File: src/rtl/writeback_arbiter_if.sv
// Bundle between the result producers (ALU, load unit) and the write-back
// arbiter, together with the register-file write port and the status that
// hazard logic observes. The arbiter connects to the slave modport. The
// producer and register-file side connects to the master modport.
interface writeback_arbiter_if #(
    parameter int WORD_SIZE  = 32,
    parameter int FIFO_DEPTH = 4
);
    localparam int CW = $clog2(FIFO_DEPTH) + 1;

    logic                 alu_valid;
    logic [4:0]           alu_rd;
    logic [WORD_SIZE-1:0] alu_data;
    logic                 alu_ready;
    logic                 mem_valid;
    logic [4:0]           mem_rd;
    logic [WORD_SIZE-1:0] mem_data;
    logic                 mem_ready;
    logic                 wb_en;
    logic [4:0]           wb_rd;
    logic [WORD_SIZE-1:0] wb_data;
    logic [31:0]          pending;
    logic [CW-1:0]        fifo_count;

    modport master (
        output alu_valid, alu_rd, alu_data, mem_valid, mem_rd, mem_data,
        input  alu_ready, mem_ready, wb_en, wb_rd, wb_data, pending, fifo_count
    );

    modport slave (
        input  alu_valid, alu_rd, alu_data, mem_valid, mem_rd, mem_data,
        output alu_ready, mem_ready, wb_en, wb_rd, wb_data, pending, fifo_count
    );
endinterface

File: src/rtl/writeback_arbiter.sv
// writeback_arbiter: merges ALU results and queued memory results into one
// register-file write per cycle.
// - ALU results win, except when the FIFO is full or when an older queued
//   write targets the same register. In that case the FIFO head drains first.
// - The write port outputs (wb_en, wb_rd, wb_data) are registered.
// - pending shows every destination that is still in flight.
// Optional feature: define WB_BYPASS_EN to let a lone memory result skip the
// empty FIFO and land in the write-back registers one cycle after acceptance.
module writeback_arbiter #(
    parameter int WORD_SIZE  = 32,
    parameter int FIFO_DEPTH = 4
) (
    input  logic                 clk,
    input  logic                 rst,
    writeback_arbiter_if.slave   bus
);
    localparam int PW = $clog2(FIFO_DEPTH);
    localparam int CW = PW + 1;

    // FIFO storage is kept in flops because every entry feeds the hazard
    // compare and the pending mask.
    logic [4:0]           fifo_rd_q   [FIFO_DEPTH];
    logic [4:0]           fifo_rd_d   [FIFO_DEPTH];
    logic [WORD_SIZE-1:0] fifo_data_q [FIFO_DEPTH];
    logic [WORD_SIZE-1:0] fifo_data_d [FIFO_DEPTH];
    logic [FIFO_DEPTH-1:0] vld_q, vld_d;
    logic [PW-1:0]        wr_ptr_q, wr_ptr_d, rd_ptr_q, rd_ptr_d;
    logic [CW-1:0]        count_q, count_d;

    logic                 wb_en_q, wb_en_d;
    logic [4:0]           wb_rd_q, wb_rd_d;
    logic [WORD_SIZE-1:0] wb_data_q, wb_data_d;

    logic [FIFO_DEPTH-1:0] match;
    logic [31:0]          entry_mask [FIFO_DEPTH];
    logic                 full, empty, hazard, pop, push, alu_take, bypass;

    // Each queued entry contributes a hazard match and a pending bit.
    for (genvar gi = 0; gi < FIFO_DEPTH; gi++) begin : g_entry
        assign match[gi]      = vld_q[gi] && (fifo_rd_q[gi] == bus.alu_rd);
        assign entry_mask[gi] = vld_q[gi] ? (32'd1 << fifo_rd_q[gi]) : 32'd0;
    end

    assign full   = (count_q == CW'(FIFO_DEPTH));
    assign empty  = (count_q == '0);
    assign hazard = bus.alu_valid && (|match);

`ifdef WB_BYPASS_EN
    assign bypass = empty && !bus.alu_valid && bus.mem_valid;
`else
    assign bypass = 1'b0;
`endif

    // The ALU is refused while the FIFO is full. It is also refused while an
    // older queued write targets the same rd, so that last-writer order holds.
    assign bus.alu_ready = !full && !(|match);
    assign bus.mem_ready = !full;
    assign alu_take      = bus.alu_valid && bus.alu_ready;
    assign pop           = !empty && (full || hazard || !bus.alu_valid);
    assign push          = bus.mem_valid && bus.mem_ready && !bypass;

    // FIFO next state: push at the tail, pop at the head, wrap the pointers.
    always_comb begin
        fifo_rd_d   = fifo_rd_q;
        fifo_data_d = fifo_data_q;
        vld_d       = vld_q;
        wr_ptr_d    = wr_ptr_q;
        rd_ptr_d    = rd_ptr_q;
        count_d     = count_q;
        if (pop) begin
            vld_d[rd_ptr_q] = 1'b0;
            rd_ptr_d        = rd_ptr_q + PW'(1);
        end
        if (push) begin
            fifo_rd_d[wr_ptr_q]   = bus.mem_rd;
            fifo_data_d[wr_ptr_q] = bus.mem_data;
            vld_d[wr_ptr_q]       = 1'b1;
            wr_ptr_d              = wr_ptr_q + PW'(1);
        end
        if (push && !pop) begin
            count_d = count_q + CW'(1);
        end else if (pop && !push) begin
            count_d = count_q - CW'(1);
        end
    end

    // Slot selection: FIFO drain (full or hazard), then ALU, then bypass.
    // A write to x0 still consumes its slot but leaves wb_en low.
    always_comb begin
        wb_en_d   = 1'b0;
        wb_rd_d   = wb_rd_q;
        wb_data_d = wb_data_q;
        if (pop) begin
            wb_rd_d   = fifo_rd_q[rd_ptr_q];
            wb_data_d = fifo_data_q[rd_ptr_q];
            wb_en_d   = (fifo_rd_q[rd_ptr_q] != 5'd0);
        end else if (alu_take) begin
            wb_rd_d   = bus.alu_rd;
            wb_data_d = bus.alu_data;
            wb_en_d   = (bus.alu_rd != 5'd0);
        end else if (bypass) begin
            wb_rd_d   = bus.mem_rd;
            wb_data_d = bus.mem_data;
            wb_en_d   = (bus.mem_rd != 5'd0);
        end
    end

    // Control state and the write-back registers. Reset discards every queued result.
    always_ff @(posedge clk or posedge rst) begin
        if (rst) begin
            vld_q     <= '0;
            wr_ptr_q  <= '0;
            rd_ptr_q  <= '0;
            count_q   <= '0;
            wb_en_q   <= 1'b0;
            wb_rd_q   <= 5'd0;
            wb_data_q <= '0;
        end else begin
            vld_q     <= vld_d;
            wr_ptr_q  <= wr_ptr_d;
            rd_ptr_q  <= rd_ptr_d;
            count_q   <= count_d;
            wb_en_q   <= wb_en_d;
            wb_rd_q   <= wb_rd_d;
            wb_data_q <= wb_data_d;
        end
    end

    // Entry payloads need no reset, because the valid bits qualify them.
    always_ff @(posedge clk) begin
        fifo_rd_q   <= fifo_rd_d;
        fifo_data_q <= fifo_data_d;
    end

    // Pending mask: queued destinations plus the live wb stage. x0 is never pending.
    always_comb begin
        bus.pending = wb_en_q ? (32'd1 << wb_rd_q) : 32'd0;
        for (int i = 0; i < FIFO_DEPTH; i++) begin
            bus.pending = bus.pending | entry_mask[i];
        end
        bus.pending[0] = 1'b0;
    end

    assign bus.wb_en      = wb_en_q;
    assign bus.wb_rd      = wb_rd_q;
    assign bus.wb_data    = wb_data_q;
    assign bus.fifo_count = count_q;
endmodule

File: src/flat_wrapper.sv
// flat-port wrapper written by rule: the top's interface ports become plain ports
module writeback_arbiter_flat 
#(
    parameter int WORD_SIZE  = 32,
    parameter int FIFO_DEPTH = 4
)
  (clk, rst, bus_alu_valid, bus_alu_rd, bus_alu_data, bus_mem_valid, bus_mem_rd, bus_mem_data, bus_alu_ready, bus_mem_ready, bus_wb_en, bus_wb_rd, bus_wb_data, bus_pending, bus_fifo_count);
  writeback_arbiter_if #(.WORD_SIZE(WORD_SIZE), .FIFO_DEPTH(FIFO_DEPTH)) bus_i ();
  input  logic clk;
  input  logic rst;
  input wire logic [$bits(bus_i.alu_valid)-1:0] bus_alu_valid;
  input wire logic [$bits(bus_i.alu_rd)-1:0] bus_alu_rd;
  input wire logic [$bits(bus_i.alu_data)-1:0] bus_alu_data;
  input wire logic [$bits(bus_i.mem_valid)-1:0] bus_mem_valid;
  input wire logic [$bits(bus_i.mem_rd)-1:0] bus_mem_rd;
  input wire logic [$bits(bus_i.mem_data)-1:0] bus_mem_data;
  output wire logic [$bits(bus_i.alu_ready)-1:0] bus_alu_ready;
  output wire logic [$bits(bus_i.mem_ready)-1:0] bus_mem_ready;
  output wire logic [$bits(bus_i.wb_en)-1:0] bus_wb_en;
  output wire logic [$bits(bus_i.wb_rd)-1:0] bus_wb_rd;
  output wire logic [$bits(bus_i.wb_data)-1:0] bus_wb_data;
  output wire logic [$bits(bus_i.pending)-1:0] bus_pending;
  output wire logic [$bits(bus_i.fifo_count)-1:0] bus_fifo_count;
  assign bus_i.alu_valid = bus_alu_valid;
  assign bus_i.alu_rd = bus_alu_rd;
  assign bus_i.alu_data = bus_alu_data;
  assign bus_i.mem_valid = bus_mem_valid;
  assign bus_i.mem_rd = bus_mem_rd;
  assign bus_i.mem_data = bus_mem_data;
  assign bus_alu_ready = bus_i.alu_ready;
  assign bus_mem_ready = bus_i.mem_ready;
  assign bus_wb_en = bus_i.wb_en;
  assign bus_wb_rd = bus_i.wb_rd;
  assign bus_wb_data = bus_i.wb_data;
  assign bus_pending = bus_i.pending;
  assign bus_fifo_count = bus_i.fifo_count;
  writeback_arbiter #(.WORD_SIZE(WORD_SIZE), .FIFO_DEPTH(FIFO_DEPTH)) u_core (.clk(clk), .rst(rst), .bus(bus_i));
endmodule
File: config.mk
export PLATFORM = sky130hd
export DESIGN_NAME = writeback_arbiter_flat
export DESIGN_NICKNAME = d
export VERILOG_FILES = /design/src/rtl/writeback_arbiter_if.sv /design/src/rtl/writeback_arbiter.sv /design/src/flat_wrapper.sv
export SDC_FILE = /design/constraint.sdc
export NUM_CORES = 1
export LEC_CHECK = 0
export ABC_AREA = 1
export CORE_MARGIN = 3
export CORE_UTILIZATION = 50
export CTS_CLUSTER_SIZE = 30
export DETAILED_ROUTE_END_ITERATION = 6
export PLACE_DENSITY_LB_ADDON = 0.2
export REMOVE_ABC_BUFFERS = 1
export SLEW_MARGIN = 20
export SYNTH_ARGS = -nofsm -noshare
export SYNTH_HDL_FRONTEND = slang
export SYNTH_SLANG_ARGS = --single-unit
File: constraint.sdc
create_clock -name clk -period 3.7 [get_ports clk]
set_input_delay 0.925 -clock clk [delete_from_list [all_inputs] [get_ports clk]]
set_output_delay 0.925 -clock clk [all_outputs]
set_load 0.05 [all_outputs]
==> results of run 1 <==
==> cell families (layout without fill, tap and decap cells) <==
kind of cell,after synthesis,in the layout
flops,197,197
simple gates,523,523
buf+inv,139,298
compound gates,177,177
xor+xnor,3,3
other cells,1,1
fa+ha+maj,10,10
mux,1,1
==> final cells by class <==
class	instances	share of cell area
Multi-Input combinational cell	715	0.290
Timing Repair Buffer	184	0.148
Clock buffer	17	0.0345
Clock inverter	15	0.0163
Inverter	82	0.0257
Tap cell	260	0.0264
Sequential cell	197	0.460
==> critical path, delay by kind of cell, from the launching register on <==
kind,cells,cell delay (ps)
buffers and inverters,2,990
flip-flops,1,590
AND/OR/NAND/NOR,2,490
AO/OA/AOI/OAI,1,170
==> worst max path at each step <==
stage	startpoint	end	slack, ps	cells after the start
after global placement	bus_alu_rd[1]	u_core.bus.fifo_count[1]	310	14
final	u_core.fifo_rd_q[2]	bus_pending[20]	100	5
after floorplan	u_core.bus.fifo_count[1]	u_core.bus.fifo_count[1]	-1660	7
after global routing	u_core.fifo_rd_q[2]	bus_pending[20]	0.9	5
after CTS	u_core.fifo_rd_q[16]	bus_pending[3]	7	5
after detailed placement	bus_alu_rd[1]	u_core.bus.fifo_count[1]	290	14
==> flip-flops by register name, summed over array words and instances, names as in the netlist <==
signal	cells
u_core.fifo_data_q	128
u_core.vld_q	4
u_core.wr_ptr_q	2
u_core.bus.wb_en	1
u_core.bus.wb_rd	5
u_core.fifo_rd_q	20
u_core.rd_ptr_q	2
u_core.bus.wb_data	32
u_core.bus.fifo_count	3
==> metal layers <==
metal	vias to the layer above	global-route usage
met3	70	0.0540
met1	3995	0.366
met2	421	0.414
li1	3984	-
met5	-	0
met4	2	0.103
==> cell usage after synthesis (2+ instances only) <==
master	count	area (um^2)
buf_6	2	22.5
nor4_1	13	81.3
nor2_1	106	398
a22oi_1	15	113
nor3_1	40	200
xor2_1	2	17.5
inv_1	62	233
inv_2	17	63.8
ha_1	9	113
nand3_1	108	541
buf_2	13	65.1
buf_4	12	90.1
a32o_1	12	120
nand3b_1	3	22.5
o2111ai_1	10	87.6
o21ai_1	6	30.0
nand2_2	8	50.1
a21oi_1	27	135
a221oi_1	13	114
nand4_1	5	31.3
o21ai_0	63	315
dfrtp_1	49	1230
o22ai_1	21	131
clkbuf_1	26	97.6
inv_4	2	12.5
buf_1	3	11.3
nand2_1	237	890
edfxtp_1	148	4440
o211ai_1	9	67.6
==> metrics by stage <==
step                hold slack (ps)  worst slack, ps  std cells  area (um^2)
detailed placement              495              291       1438        11700
finish                          510             96.1       1470        12300
floorplan                       478            -1660        994         9540
global route                    546            0.902       1470        12300
global placement                495              305       1438        11700
CTS                             515             7.12       1470        12300
==> timing repair <==
action,4_1_cts,5_1_grt
hold buffers,0,0
resized for setup,7,16
endpoints found under the setup margin,7,19
==> power by group <==
part,internal (uW),switching [uW],leakage [uW]
registers,3020,365,0.00193
logic,1550,3450,0.00274
clock network,931,942,0.000300
total,5500,4760,0.00497
==> flow_summary.json, run 1 <==
{
  "status": "finished clean",
  "synth_top_family_by_area": "simple AND/OR/NAND/NOR gates",
  "rsz0062_at_grt": "false",
  "cp.required_ps": 2770,
  "layout_commonest_cell": "nand2_1",
  "max_stage_delay_ps": 800,
  "tns_ps": 0,
  "clockRootBuffer": "clkbuf_16",
  "r2r-end": "u_core.bus.fifo_count[1]",
  "worst_slew_pin_slew_ps": 842,
  "cp-end-kind": "output pin",
  "hold_start": "u_core.bus.wb_data[29]",
  "rrSetupSlack_ps": 1120,
  "antenna_cells": 0,
  "max_freq_mhz": 277,
  "maxSlewHeadroom": 0.438,
  "cap_viol_max_count": 0,
  "fin_nets": 1285,
  "die_w_um": 146,
  "cts.sinks": 197,
  "final_layout_size_suffix_gt1_frac": 0.0884,
  "coreArea_mm2": 0.0190,
  "async_flop_share": 0.249,
  "firstDrtPassIters": 5,
  "finalHoldViolations": 0,
  "multiInputGateArea_mm2": 0.00358,
  "r2r-start": "u_core.fifo_rd_q[18]",
  "synth_warnings": 0,
  "fin_crit_ps": 3600,
  "timing_max_transition_violations_final": 0,
  "min_to": "u_core.bus.wb_data[29]",
  "seq_area_frac_synth": 0.576,
  "synthCells": 1051,
  "final_core_util": 0.649,
  "synth_adder_area_share": 0.0135,
  "startpoint_type": "register",
  "num_rows": 50,
  "yosys.area_share.xor_xnor": 0.00267,
  "min_path_cells": 2,
  "cp_max_fo": 7,
  "drt-total-wl_um": 28200,
  "synth_edf_count": 148,
  "critical_path.cell_chain": "inv_2, nor3_1, a22oi_1, nand4_1, clkdlybuf4s50_1",
  "netlist_area_mm2": 0.00984,
  "synth_cell_types": 39,
  "wl_met1_um": 11900,
  "syn_avg_cell_area_um2": 9.36,
  "clockBufferDepth": 2,
  "globalplace.congestion": 1.03,
  "synthSimpleGateAreaFrac": 0.229,
  "dieArea_mm2": 0.0214,
  "finClkSkew_ps": 11.6,
  "regArea_mm2": 0.00567,
  "ant_nets": 0,
  "vdd_drop_max_mv": 0.488,
  "avgViaCountPerCell": 5.76,
  "ys.flop_type": "edfxtp_1",
  "cts_setup_buffers": 0,
  "crit_type": "register to output pin",
  "setup_violations": 0,
  "syn_to_final_growth_pct": 25.4,
  "num-fill-cells": 1598,
  "hold_class": "register to register",
  "grtUsageTotal": 0.264,
  "insertion_delay_ps": 430,
  "first_iter_violations": 737,
  "cts_buffers": 17,
  "port_buffers": 151,
  "ys_ff_latch": 197,
  "wl_met3_um": 2380,
  "synth_compound_area_frac": 0.114,
  "io_pins": 153,
  "power_density_mw_per_mm2": 831,
  "final_cell_mix": "237 x nand2_1, 148 x edfxtp_1, 129 x clkdlybuf4s50_1",
  "routed-wl-met2_um": 13000,
  "routedWlPerCell_um": 19.2,
  "die_height_um": 146,
  "cp_slowest_cell": "clkdlybuf4s50_1",
  "synth.mux.area_fraction": 0.00114,
  "fin_crit_sh": 0.974,
  "start_util": 0.517,
  "hpwl_um": 18900,
  "cts_tree": "done",
  "grt_pass1_wl_um": 44700,
  "drc": 0,
  "grt_max_degree": 86,
  "cts.clk_slew.worst_paths_ps": 80,
  "gr-total-overflow": 0,
  "ctsHtreeMaxLevel": 4,
  "cp.arrival_ps": 2680,
  "leakage_uw": 0.00497,
  "top_layer_used": "met5",
  "rr_worst_depth": 13,
  "num_vias": 8472,
  "total_power_uw": 10300,
  "grt_pass1_vias": 8238,
  "antenna_found_initial": 1
}
Power figures use the tool's default switching activity.
==> run 2: changes to the inputs <==
--- a/config.mk
+++ b/config.mk
@@ -8,6 +8,7 @@
 export ABC_AREA = 1
 export CORE_MARGIN = 3
 export CORE_UTILIZATION = 50
+export CTS_CLUSTER_DIAMETER = 40
 export CTS_CLUSTER_SIZE = 30
 export DETAILED_ROUTE_END_ITERATION = 6
 export PLACE_DENSITY_LB_ADDON = 0.2
==> constraint.sdc (replaced) <==
create_clock -name clk -period 3.46 [get_ports clk]
set_input_delay 0.865 -clock clk [delete_from_list [all_inputs] [get_ports clk]]
set_output_delay 0.865 -clock clk [all_outputs]
set_load 0.05 [all_outputs]
==> run 2 against run 1 <==
Compared with the run above:
- clock power rose by 3%
- global-route usage is essentially flat
- critical path depth rose by 2
- total power is 5.8% higher
- register-to-register slack got worse by 300 ps
- largest power group unchanged
- sequential power rose by 9.1%
- non-clock buffer count down 11
- utilization down 1.2 points
- final cell count fell by 0.75%
- clock skew is essentially flat
- critical path type unchanged
==> flow_summary.json, run 2 (synthesis gave the netlist of run 1 again) <==
{
  "status": "finished clean",
  "dp_cells": 1427,
  "port_buffers": 151,
  "num-fill-cells": 1623,
  "r2r-start": "u_core.fifo_rd_q[18]",
  "gr-total-overflow": 0,
  "stdcell_count": 1459,
  "antenna_found_initial": 0,
  "insertion_delay_ps": 430,
  "cts_tree": "done",
  "startpoint_type": "register",
  "cp_max_fo": 8,
  "layout_commonest_cell": "nand2_1",
  "cap_viol_max_count": 0,
  "timing_max_transition_violations_final": 0,
  "grt_pass1_wl_um": 44700,
  "coreArea_mm2": 0.0190,
  "sw_frac_of_total": 0.464,
  "combPwrFrac": 0.481,
  "cp.required_ps": 2590,
  "start_util": 0.517,
  "routedWlPerCell_um": 19.4,
  "grt_pass1_vias": 8050,
  "first_iter_violations": 744,
  "io_pins": 153,
  "num_vias": 8357,
  "met1_usage": 0.372,
  "hpwl_um": 19000,
  "r2r-end": "u_core.bus.fifo_count[2]",
  "fin_crit_ps": 3280,
  "p_clk_frac": 0.177,
  "drt-total-wl_um": 28300,
  "finClkSkew_ps": 11.2,
  "firstDrtPassIters": 5,
  "drc": 0,
  "die_height_um": 146,
  "postCtsHoldBufs": 0,
  "largest_reg_flops": 128,
  "rr_worst_depth": 16,
  "min_to": "u_core.bus.wb_data[29]",
  "cts_resized": 0,
  "setup_violations": 0,
  "cts.clk_slew.worst_paths_ps": 70,
  "pwr-share-seq": 0.341,
  "grtUsageMet3": 0.0497,
  "dp_slack_ps": 113,
  "largest_register": "u_core.fifo_data_q",
  "cts_setup_buffers": 0,
  "dieArea_mm2": 0.0214,
  "power_density_mw_per_mm2": 895,
  "vdd_drop_max_mv": 0.466,
  "ant_nets": 0,
  "min_path_cells": 2,
  "setup_ws_ps": 183,
  "p_int_uw": 5810,
  "worst_slew_pin_slew_ps": 762,
  "placed_area_mm2": 0.0115,
  "met2_usage": 0.418,
  "multiInputGateArea_mm2": 0.00356,
  "antenna_cells": 0,
  "cp-end-kind": "output pin",
  "clockRootBuffer": "clkbuf_16",
  "final_cell_mix": "237 x nand2_1, 148 x edfxtp_1, 118 x clkdlybuf4s50_1",
  "cp.arrival_ps": 2410,
  "rrSetupSlack_ps": 820,
  "clockBufferDepth": 2,
  "globalplace.congestion": 1.04,
  "regArea_mm2": 0.00567,
  "num_rows": 50,
  "hold_class": "register to register",
  "crit_type": "register to output pin",
  "fin_crit_sh": 0.947,
  "final_core_util": 0.637,
  "avgViaCountPerCell": 5.73,
  "maxSlewHeadroom": 0.490,
  "cts_buffers": 17,
  "syn_to_final_growth_pct": 23.2,
  "max_freq_mhz": 305,
  "cts.sinks": 197,
  "ctsHtreeMaxLevel": 4,
  "final_layout_size_suffix_gt1_frac": 0.101,
  "hold_start": "u_core.bus.wb_data[29]",
  "finalHoldViolations": 0,
  "grt_max_degree": 83,
  "leakage_uw": 0.00473,
  "power_switching_uw": 5040,
  "grt_busiest_layer": "met2",
  "fin_nets": 1274,
  "design_area_mm2": 0.0121,
  "grtUsageTotal": 0.265,
  "rsz0062_at_grt": "false",
  "die_w_um": 146
}
==> run 2: cell types whose count changed in the layout (fill, tap and decap cells not counted), sizes merged <==
cell           change
dlymetal6s2s      -11
clkinv             -3
buf               +18
inv                +3
clkdlybuf4s50     -11
dlygate4sd2        -7
==> run 2: area by class of cell <==
type	instances	share of cell area
flip-flops and latches	197	0.468
multi-input cells	715	0.294
repair buffers	173	0.137
clock buffers	17	0.0351
well taps	260	0.0268
inverters	82	0.0258
clock inverters	15	0.0131
==> run 2: critical path: stages (launching register included) <==
cell	delay, ps
edfxtp_1	640
inv_1	220
nor3_1	420
inv_1	120
nor2_1	140
a22oi_1	110
o2111ai_1	100
buf_4	230
==> run 2: layer usage <==
layer	vias to the layer above	wire, um
met4	0	870
met5	-	0
met3	62	2240
met1	3933	12000
met2	409	13200
li1	3953	-
==> run 2: power groups by stage <==
stage / combinational (uW) / sequential, uW / clock [uW]
floorplan: 2470 / 4540 / 0
global placement: 5160 / 3730 / 0
detailed placement: 5220 / 3740 / 0
CTS: 5240 / 3700 / 1950
global route: 5660 / 3770 / 2050
finish: 5220 / 3700 / 1920
==> run 2: worst max path at each step <==
stage          cells after the start                      from  slack (ps)                        to
6_report                           7       u_core.fifo_rd_q[0]         180           bus_pending[29]
5_1_grt                           10             bus_alu_rd[1]          10             bus_alu_ready
4_1_cts                            9             bus_alu_rd[4]         160             bus_alu_ready
3_5_place_dp                      14             bus_alu_rd[4]         110  u_core.bus.fifo_count[1]
3_3_place_gp                      14             bus_alu_rd[1]         170  u_core.bus.fifo_count[1]
2_1_floorplan                      7  u_core.bus.fifo_count[1]       -1900  u_core.bus.fifo_count[1]
==> run 2: through the flow <==
stage,total power [uW],hold slack [ps],TNS (ps)
after floorplan,7000,478,-50820
after global placement,8890,494,0
after detailed placement,8960,495,0
after CTS,10900,513,0
after global routing,11500,545,0
final,10900,507,0
==> run 3: changes to the inputs <==
==> constraint.sdc (replaced) <==
create_clock -name clk -period 3.1 [get_ports clk]
set_input_delay 0.775 -clock clk [delete_from_list [all_inputs] [get_ports clk]]
set_output_delay 0.775 -clock clk [all_outputs]
set_load 0.05 [all_outputs]
==> run 3 against run 2 <==
Compared with the run above:
- sequential cell count stayed put
- final cell count is 1.8% higher
- non-clock buffer count is 26 higher
- utilization is 1.8 points higher
- wire length is 3.5% higher
- largest cell class unchanged
- setup slack worse by 120 ps
- sequential power is 8.9% higher
- via count is 3.1% higher
- die area stayed put
- sequential share of layout area is 1.3 points lower
==> flow_summary.json, run 3 (synthesis gave the netlist of run 1 again) <==
{
  "setup_violations": 0,
  "min_path_cells": 2,
  "dp_slack_ps": -106,
  "tns_ps": 0,
  "insertion_delay_ps": 430,
  "io_pins": 153,
  "worst_slew_pin_slew_ps": 751,
  "globalplace.congestion": 1.02,
  "final_layout_size_suffix_gt1_frac": 0.130,
  "r2r-start": "u_core.fifo_rd_q[18]",
  "fin_crit_sh": 0.979,
  "ant_nets": 0,
  "grtUsageTotal": 0.272,
  "antenna_cells": 0,
  "startpoint_type": "register",
  "top_layer_used": "met5",
  "routed-wl-met2_um": 14100,
  "start_util": 0.517,
  "crit_family": "flip-flops",
  "rr_worst_depth": 13,
  "postCtsHoldBufs": 0,
  "max_stage_delay_ps": 570,
  "clockRootBuffer": "clkbuf_16",
  "avgViaCountPerCell": 5.80,
  "finClkSkew_ps": 12.7,
  "routedWlPerCell_um": 19.7,
  "cts_buffers": 17,
  "antenna_found_initial": 1,
  "cp.arrival_ps": 2260,
  "p_clk_frac": 0.176,
  "layout_commonest_cell": "nand2_1",
  "grt_max_degree": 50,
  "finalHoldViolations": 0,
  "pwr-share-seq": 0.324,
  "rrSetupSlack_ps": 510,
  "fin_nets": 1300,
  "num_rows": 50,
  "grt_pass1_wl_um": 46200,
  "p_int_uw": 6670,
  "leakage_uw": 0.00491,
  "drt-total-wl_um": 29300,
  "maxSlewHeadroom": 0.499,
  "min_to": "u_core.bus.wb_data[29]",
  "hpwl_um": 20000,
  "cap_viol_max_count": 0,
  "crit_type": "register to output pin",
  "drc": 0,
  "die_height_um": 146,
  "largest_register": "u_core.fifo_data_q",
  "cp_num_buf_inv": 2,
  "max_freq_mhz": 330,
  "final_cell_mix": "237 x nand2_1, 148 x edfxtp_1, 114 x clkdlybuf4s50_1",
  "ctsHtreeMaxLevel": 4,
  "fin_crit_ps": 3030,
  "cp-end-kind": "output pin",
  "final_core_util": 0.656,
  "gr-total-overflow": 0,
  "wl_met3_um": 2440,
  "first_iter_violations": 888,
  "r2r-end": "u_core.bus.fifo_count[1]",
  "combPwrFrac": 0.500,
  "cts.sinks": 197,
  "holdWs_ps": 513,
  "syn_to_final_growth_pct": 26.7,
  "status": "finished clean",
  "coreArea_mm2": 0.0190,
  "hold_class": "register to register",
  "critical_path.cell_chain": "inv_2, nor3_1, nand2_1, o211ai_1, buf_4",
  "cp.required_ps": 2320,
  "grt_pass1_vias": 8553,
  "num_vias": 8620,
  "cp_max_fo": 7,
  "vdd_drop_max_mv": 0.746,
  "timing_max_transition_violations_final": 0,
  "firstDrtPassIters": 6,
  "cts.clk_slew.worst_paths_ps": 80,
  "total_power_uw": 12500,
  "cp_slowest_cell": "edfxtp_1",
  "wl_met1_um": 11900,
  "clockBufferDepth": 2,
  "dieArea_mm2": 0.0214,
  "power_switching_uw": 5800,
  "power_density_mw_per_mm2": 1000,
  "hold_start": "u_core.bus.wb_data[29]",
  "largest_reg_flops": 128,
  "setup_ws_ps": 66.5,
  "sw_frac_of_total": 0.465,
  "port_buffers": 151,
  "cts_tree": "done",
  "die_w_um": 146,
  "num-fill-cells": 1572
}
run 3: worst max-delay path by stage:
stage                              from                       end  slack (ps)  cells past startpoint
4_1_cts                   bus_alu_rd[1]             bus_alu_ready          40                     10
3_5_place_dp              bus_alu_rd[4]  u_core.bus.fifo_count[1]        -110                     14
5_1_grt             u_core.bus.wb_rd[1]           bus_pending[26]         -10                      7
6_report            u_core.fifo_rd_q[2]           bus_pending[12]          70                      5
2_1_floorplan  u_core.bus.fifo_count[1]  u_core.bus.fifo_count[1]       -2260                      7
3_3_place_gp              bus_alu_rd[1]  u_core.bus.fifo_count[1]         -40                     14
run 3: tightest hold or removal path: cells and delay by family, from the launching register on:
family / cells / cell delay (ps)
AND/OR/NAND/NOR: 2 / 130
flip-flops: 1 / 350
run 3: metal layers:
metal	up-vias	global-route usage
li1	4012	-
met1	4110	0.367
met2	422	0.439
met3	74	0.0608
met4	2	0.0936
met5	-	0
run 3: power groups by stage:
stage / Clock [uW] / Combinational, uW / Sequential, uW
2_1_floorplan: 0 / 2760 / 5060
3_3_place_gp: 0 / 6010 / 4080
3_5_place_dp: 0 / 6100 / 4090
4_1_cts: 2230 / 6140 / 4040
5_1_grt: 2350 / 6720 / 4110
6_report: 2190 / 6240 / 4030
run 3: area by class of cell:
class	count	area [um^2]	area share
repair buffers	199	1930	0.154
flip-flops and latches	197	5670	0.455
clock inverters	15	185	0.0149
well taps	260	325	0.0261
multi-input cells	715	3620	0.290
clock buffers	17	425	0.0341
inverters	82	317	0.0254
run 3: repair_timing:
action	in CTS	in global routing
setup buffers	0	11
endpoints found under the setup margin	1	20
gates resized for setup	1	16
run 3: per-stage QoR:
stage               instances  area (um^2)
global placement         1442        11700
finish                   1485        12500
global route             1485        12500
CTS                      1474        12300
detailed placement       1442        11700
floorplan                 994         9540
